`src/rtl/pipeline_ctrl.sv`:
```
// pipeline_ctrl -- stall/flush sequencer for a 5-stage RV32I pipeline.
//
// Combines the load-use hazard flag, the EX-stage redirect and the data-memory
// handshake into enable/flush controls for PC, IF/ID, ID/EX, EX/MEM and MEM/WB.
// After reset the pipeline is held flushed for BOOT_CYCLES cycles. A data-memory
// access that stays outstanding too long is force-released and flagged (mem_err).
//
// Optional feature macro: PIPELINE_CTRL_PERF_CNT_EN
//   When defined, adds saturating performance counters stall_cnt_o,
//   flush_cnt_o and memwait_cnt_o (CNT_W bits each).
//
// Ports:
//   clk, rst_n            clock (rising edge), async active-low reset
//   load_hazard           load-use hazard from hazard unit
//   redirect_ex           taken branch / JAL / JALR resolved in EX
//   dmem_req, dmem_ready  data-memory access present / completing this cycle
//   pc_en, pc_sel_tgt     PC load enable, PC source (1: EX target, 0: PC+4)
//   ifid_en, ifid_flush   IF/ID enable, clear to NOP
//   idex_en, idex_flush   ID/EX enable, clear controls
//   exmem_en, memwb_en    EX/MEM and MEM/WB enables
//   mem_err               sticky data-memory timeout flag
//   state_o               FSM state (BOOT=0, RUN=1, MEM_WAIT=2, REDIRECT=3)
//
// All control outputs are Mealy: derived from the current state and inputs.

module pipeline_ctrl #(
  parameter int BOOT_CYCLES = 3,
  parameter int MEM_TIMEOUT = 64,
  parameter int CNT_W       = 32
) (
  input  logic             clk,
  input  logic             rst_n,
  input  logic             load_hazard,
  input  logic             redirect_ex,
  input  logic             dmem_req,
  input  logic             dmem_ready,
  output logic             pc_en,
  output logic             pc_sel_tgt,
  output logic             ifid_en,
  output logic             ifid_flush,
  output logic             idex_en,
  output logic             idex_flush,
  output logic             exmem_en,
  output logic             memwb_en,
  output logic             mem_err,
`ifdef PIPELINE_CTRL_PERF_CNT_EN
  output logic [CNT_W-1:0] stall_cnt_o,
  output logic [CNT_W-1:0] flush_cnt_o,
  output logic [CNT_W-1:0] memwait_cnt_o,
`endif
  output logic [1:0]       state_o
);

  typedef enum logic [1:0] {
    BOOT     = 2'd0,
    RUN      = 2'd1,
    MEM_WAIT = 2'd2,
    REDIRECT = 2'd3
  } state_t;

  localparam int BW   = (BOOT_CYCLES > 1) ? $clog2(BOOT_CYCLES + 1) : 1;
  localparam int TW   = $clog2(MEM_TIMEOUT + 2);
  localparam int TMAX = (MEM_TIMEOUT > 0) ? MEM_TIMEOUT - 1 : 0;

  state_t        state, nxt;
  logic [BW-1:0] bcnt;
  logic [TW-1:0] tcnt;
  logic          pend;       // redirect flush deferred by a memory stall

  logic mem_stall, to_hit, release_mw;
  logic do_boot, do_run, do_reflush, run_stall;
  logic hz_bubble, redir_take;

  assign mem_stall  = dmem_req & ~dmem_ready;
  assign to_hit     = (MEM_TIMEOUT != 0) && (tcnt == TW'(TMAX));
  assign release_mw = (state == MEM_WAIT) && (dmem_ready || to_hit);
  assign state_o    = state;

  // Next-state and outputs. Default is "freeze": all enables low, no flush.
  always_comb begin
    nxt        = state;
    do_boot    = 1'b0;
    do_run     = 1'b0;
    do_reflush = 1'b0;
    run_stall  = 1'b0;
    pc_en      = 1'b0;
    pc_sel_tgt = 1'b0;
    ifid_en    = 1'b0;
    ifid_flush = 1'b0;
    idex_en    = 1'b0;
    idex_flush = 1'b0;
    exmem_en   = 1'b0;
    memwb_en   = 1'b0;
    hz_bubble  = 1'b0;
    redir_take = 1'b0;

    case (state)
      BOOT: begin
        do_boot = 1'b1;
        if (bcnt == '0) nxt = RUN;
      end
      RUN: begin
        do_run    = 1'b1;
        run_stall = mem_stall;
      end
      MEM_WAIT: begin
        // Release (ready or timeout) looks like a RUN cycle with the memory
        // stall removed; a deferred redirect flush takes that slot instead.
        if (release_mw) begin
          if (pend) do_reflush = 1'b1;
          else      do_run     = 1'b1;
        end
      end
      REDIRECT: begin
        if (mem_stall) nxt = MEM_WAIT;
        else           do_reflush = 1'b1;
      end
      default: nxt = BOOT;
    endcase

    if (do_boot) begin
      ifid_flush = 1'b1;
      idex_flush = 1'b1;
    end else if (do_reflush) begin
      // Wrong-path fetch still in flight: squash it, load_hazard is moot.
      pc_en      = 1'b1;
      ifid_en    = 1'b1;
      ifid_flush = 1'b1;
      idex_en    = 1'b1;
      exmem_en   = 1'b1;
      memwb_en   = 1'b1;
      nxt        = RUN;
    end else if (do_run) begin
      if (run_stall) begin
        nxt = MEM_WAIT;
      end else if (redirect_ex) begin
        pc_en      = 1'b1;
        pc_sel_tgt = 1'b1;
        ifid_en    = 1'b1;
        ifid_flush = 1'b1;
        idex_en    = 1'b1;
        idex_flush = 1'b1;
        exmem_en   = 1'b1;
        memwb_en   = 1'b1;
        redir_take = 1'b1;
        nxt        = REDIRECT;
      end else if (load_hazard) begin
        // Hold PC and IF/ID, inject a bubble into ID/EX.
        idex_en    = 1'b1;
        idex_flush = 1'b1;
        exmem_en   = 1'b1;
        memwb_en   = 1'b1;
        hz_bubble  = 1'b1;
        nxt        = RUN;
      end else begin
        pc_en    = 1'b1;
        ifid_en  = 1'b1;
        idex_en  = 1'b1;
        exmem_en = 1'b1;
        memwb_en = 1'b1;
        nxt      = RUN;
      end
    end
  end

  always_ff @(posedge clk or negedge rst_n) begin
    if (!rst_n) begin
      state   <= BOOT;
      bcnt    <= BW'(BOOT_CYCLES - 1);
      tcnt    <= '0;
      mem_err <= 1'b0;
      pend    <= 1'b0;
    end else begin
      state <= nxt;

      if (state == BOOT && bcnt != '0) bcnt <= bcnt - 1'b1;

      if (state == MEM_WAIT && !release_mw) begin
        if (tcnt != '1) tcnt <= tcnt + 1'b1;
      end else begin
        tcnt <= '0;
      end

      // Only a forced release counts as an error, not a real completion.
      if (state == MEM_WAIT && to_hit && !dmem_ready) mem_err <= 1'b1;

      if (state == REDIRECT && mem_stall) pend <= 1'b1;
      else if (do_reflush)                pend <= 1'b0;
    end
  end

`ifdef PIPELINE_CTRL_PERF_CNT_EN
  always_ff @(posedge clk or negedge rst_n) begin
    if (!rst_n) begin
      stall_cnt_o   <= '0;
      flush_cnt_o   <= '0;
      memwait_cnt_o <= '0;
    end else begin
      if (hz_bubble && stall_cnt_o != '1)           stall_cnt_o   <= stall_cnt_o + 1'b1;
      if (redir_take && flush_cnt_o != '1)          flush_cnt_o   <= flush_cnt_o + 1'b1;
      if (state == MEM_WAIT && memwait_cnt_o != '1) memwait_cnt_o <= memwait_cnt_o + 1'b1;
    end
  end
`endif

endmodule
```
`config.mk`:
```
export PLATFORM = sky130hd
export DESIGN_NAME = pipeline_ctrl
export DESIGN_NICKNAME = d
export VERILOG_FILES = /design/src/rtl/pipeline_ctrl.sv
export SDC_FILE = /design/constraint.sdc
export NUM_CORES = 1
export LEC_CHECK = 0
export ABC_AREA = 1
export CAP_MARGIN = 15
export CELL_PAD_IN_SITES_DETAIL_PLACEMENT = 0
export CELL_PAD_IN_SITES_GLOBAL_PLACEMENT = 1
export CORE_UTILIZATION = 44
export CTS_CLUSTER_SIZE = 12
export DETAILED_ROUTE_END_ITERATION = 10
export DONT_BUFFER_PORTS = 1
export GPL_TIMING_DRIVEN = 0
export HOLD_SLACK_MARGIN = 0.06
export MAX_ROUTING_LAYER = met4
export PLACE_DENSITY_LB_ADDON = 0.1
export SYNTH_ARGS = -nofsm -noshare
export SYNTH_HDL_FRONTEND = slang
export SYNTH_SLANG_ARGS = --single-unit
```
`constraint.sdc`:
```
create_clock -name clk -period 2.37 [get_ports clk]
set_input_delay 0.5925 -clock clk [delete_from_list [all_inputs] [get_ports clk]]
set_output_delay 0.5925 -clock clk [all_outputs]
set_load 0.02 [all_outputs]
```
==> run_results.csv, run 1 <==
group,metric,value,unit
run_status,status,"finished, violations left",
run_status,violations,"setup timing",
synthesis,synth_warnings,0,
floorplanning,io_pins,17,
clocking,path_clk_slew,0.08,ns
synthesis,yosysSeqAreaShare,0.354,
pwr,p_leak,0.000572,µW
floorplanning,core_area,0.00196,mm²
drt,detail-route-antenna-nets,0,
timing,fin_crit_sh,1.00,
setup_path,worstSetupStartpointType,"register",
synthesis,synth.area.top_cells,"dfrtp_1 33%, inv_1 10%, ha_1 9.5%",
synthesis,syn_area_per_cell,7.63,µm²
timing,fin_ws,-0.00639,ns
setup_path,critPathRequiredTime,1.78,ns
grt,grt_pass1_vias,660,
synthesis,synth-compound-area-share,0.0867,
setup_path,worstSetupPathType,"register to primary output",
grt,antenna_found_initial,0,
synthesis,post_synth_num_cell_types,27,
placement,port_buffers,0,
timing,period_needed,2.38,ns
finish,layout_common_cells,"21 x inv_1, 19 x nand2_1, 11 x buf_4",
synthesis,synth-xor-area-share,0.00949,
placement,place_ws,-0.0178,ns
grt,grt_pass1_wl,2840,µm
pwr,ir_worst_vdd,0.903,mV
setup_path,r2r_setup_slack,0.75,ns
finish,drive_gt1_frac,0.368,
finish,multi_input_area,554,µm²
synthesis,synth.area.mux_share,0,
setup_path,worstReg2RegStart,"tcnt[0]$_DFFE_PN0P_",
pwr,power_density,1130,mW/mm²
drt,dr.first_iter.drc_count,11,
floorplanning,fp.dieH,47.8,µm
grt,globalRouteOverflowTotal,0,
timing,worstMarginPinSlew,0.591,ns
drt,routed_wl,1940,µm
synthesis,yosys.area.top_type,"dfrtp_1",
finish,regArea,329,µm²
grt,grt_usage,0.190,
setup_path,reg2reg_depth,10,
clocking,clk_root_buffer_cell,"clkbuf_4",
synthesis,synth-adder-area-share,0.0949,
clocking,htree_levels,1,
run,cap_violations,0,
synthesis,synth_top_family_by_area,"simple AND/OR/NAND/NOR gates",
timing,holdWs,0.153,ns
synthesis,netlist_instances,121,
floorplanning,dieArea,0.00229,mm²
finish,final_common_cell,"inv_1",
floorplanning,rows,16,
drt,drc,0,
drt,routed_via_density,4.82,
grt,grt_max_degree,13,
timing,relSlewSlack,0.605,
clocking,cts_buffer_depth,2,
clocking,clock_sinks,13,
setup_path,cp_max_fo,4,
drt,firstDrtPassIters,3,
finish,area_delta_synth_final,27.2,%
clocking,clkLatencyLatePin,0.27,ns
floorplanning,initial_utilization,0.471,
placement,gp_congestion,0.761,
floorplanning,die_x,47.8,µm
finish,nFillCells,194,
synthesis,synth_fp_nets,134,
finish,antenna_cells,0,
placement,dp_hpwl,1360,µm
synthesis,synth_top_area_frac,0.325,
worst_hold_path,hold_class,"primary input to asynchronous set/reset pin",
synthesis,ys_ff_latch,13,
drt,num_vias,786,
timing,slew_violations,0,
setup_path,r2r_end,"tcnt[5]$_DFFE_PN0P_",
timing,finalSetupViolCount,1,
timing,rsz0062_at_grt,"true",
synthesis,synth-simple-area-share,0.320,
finish,final_nets,150,
clocking,numCtsBuffers,3,
timing,fin_skew,0.00218,ns
timing,clock.fmax,0.421,GHz
setup_path,end_kind,"primary output",
setup_path,crit_arrival,1.78,ns
timing,finalHoldViolations,0,
drt,wl_per_cell,11.9,µm
clocking,cts_tree,"built",
synthesis,netlist_area,923,µm²
-- per-layer routing --
layer,wire length (µm),global-route usage,share of wire,vias up
met4,0,0.0667,0,0
met5,0,-,0,-
li1,-,-,-,403
met3,78,0.0491,0.040,0
met1,796,0.202,0.41,370
met2,1070,0.335,0.55,13
-- logic make-up (layout without fill, tap and decap cells) --
kind of cell,Yosys count,in the layout
AND/OR/NAND/NOR,55,55
AO/OA/AOI/OAI,15,15
XOR/XNOR,1,1
adder cells (fa/ha/maj),7,7
buffers and inverters,30,45
flip-flops,13,13
-- per-stage QoR --
step / utilization / TNS (ns) / power [µW] / cells / cell area, µm²
2_1_floorplan: - / 0 / 840 / 121 / 927
3_3_place_gp: 0.490 / -0.0223 / 921 / 148 / 961
3_5_place_dp: 0.490 / -0.0244 / 922 / 148 / 961
4_1_cts: 0.567 / -0.0848 / 1230 / 161 / 1110
5_1_grt: 0.599 / -0.484 / 1430 / 163 / 1170
6_report: 0.599 / -0.00639 / 1330 / 163 / 1170
-- worst max-delay path: stages (launching register included) --
cell,delay [ns]
dfrtp_1,0.36
ha_2,0.19
inv_2,0.05
nor2_4,0.10
nand2_2,0.08
nand2_4,0.08
nand3_4,0.07
nand2_4,0.08
nand3b_1,0.12
a21oi_4,0.24
buf_6,0.15
-- report_power, final --
group          leakage (µW)  total, µW  switching, µW  internal [µW]
Combinational      0.000386        872            520            352
Sequential         0.000171        320           66.8            254
Clock             0.0000150        139           74.0           65.1
-- repair_timing --
item | 4_1_cts | 5_1_grt
pin swaps | 6 | 6
endpoints found under the hold margin | 12 | 0
setup endpoints to repair | 8 | 8
setup buffers | 8 | 3
resized for setup | 18 | 11
hold buffers | 1 | 0
-- sequential cells by signal (all words and copies together) (netlist names) --
signal,flops
tcnt,7
bcnt,2
state_o,2
mem_err,1
pend,1
-- worst max-delay path by stage --
stage,start,end,cells after the start
floorplan,state_o[1]$_DFF_PN0_,pc_en,7
finish,tcnt[0]$_DFFE_PN0P_,pc_en,10
detailed placement,state_o[0]$_DFF_PN0_,pc_en,6
global placement,state_o[1]$_DFF_PN0_,pc_en,7
CTS,tcnt[1]$_DFFE_PN0P_,pc_en,10
global route,tcnt[1]$_DFFE_PN0P_,pc_en,10
-- synth_stat cells --
master / count
inv_1: 25
nand2_1: 22
dfrtp_1: 12
nand3_1: 11
ha_1: 7
o21ai_0: 7
nor2_1: 6
a21oi_1: 5
nand2_2: 4
buf_4: 3
nand2_4: 2
nor2_2: 2
a31o_2: 1
a31oi_1: 1
and3_1: 1
clkbuf_2: 1
dfstp_2: 1
inv_2: 1
nand3_2: 1
nand3_4: 1
nand3b_1: 1
nand4_1: 1
nor2_4: 1
nor3_2: 1
o21ai_1: 1
or2_2: 1
xor2_1: 1
-- layout make-up --
cell class | instances | area share
repair buffers | 12 | 0.0788
plain buffers | 3 | 0.0288
multi-input cells | 78 | 0.472
flip-flops and latches | 13 | 0.280
well taps | 27 | 0.0288
inverters | 26 | 0.0895
clock buffers | 4 | 0.0224
Note: power is estimated with default switching activity, not from simulation.
==> inputs of run 2 (changes only) <==
--- a/config.mk
+++ b/config.mk
@@ -20,3 +20,4 @@
 export SYNTH_ARGS = -nofsm -noshare
 export SYNTH_HDL_FRONTEND = slang
 export SYNTH_SLANG_ARGS = --single-unit
+export TNS_END_PERCENT = 100
==> results of run 2 <==
Final layout, timing and power as in run 1 (identical DEF).
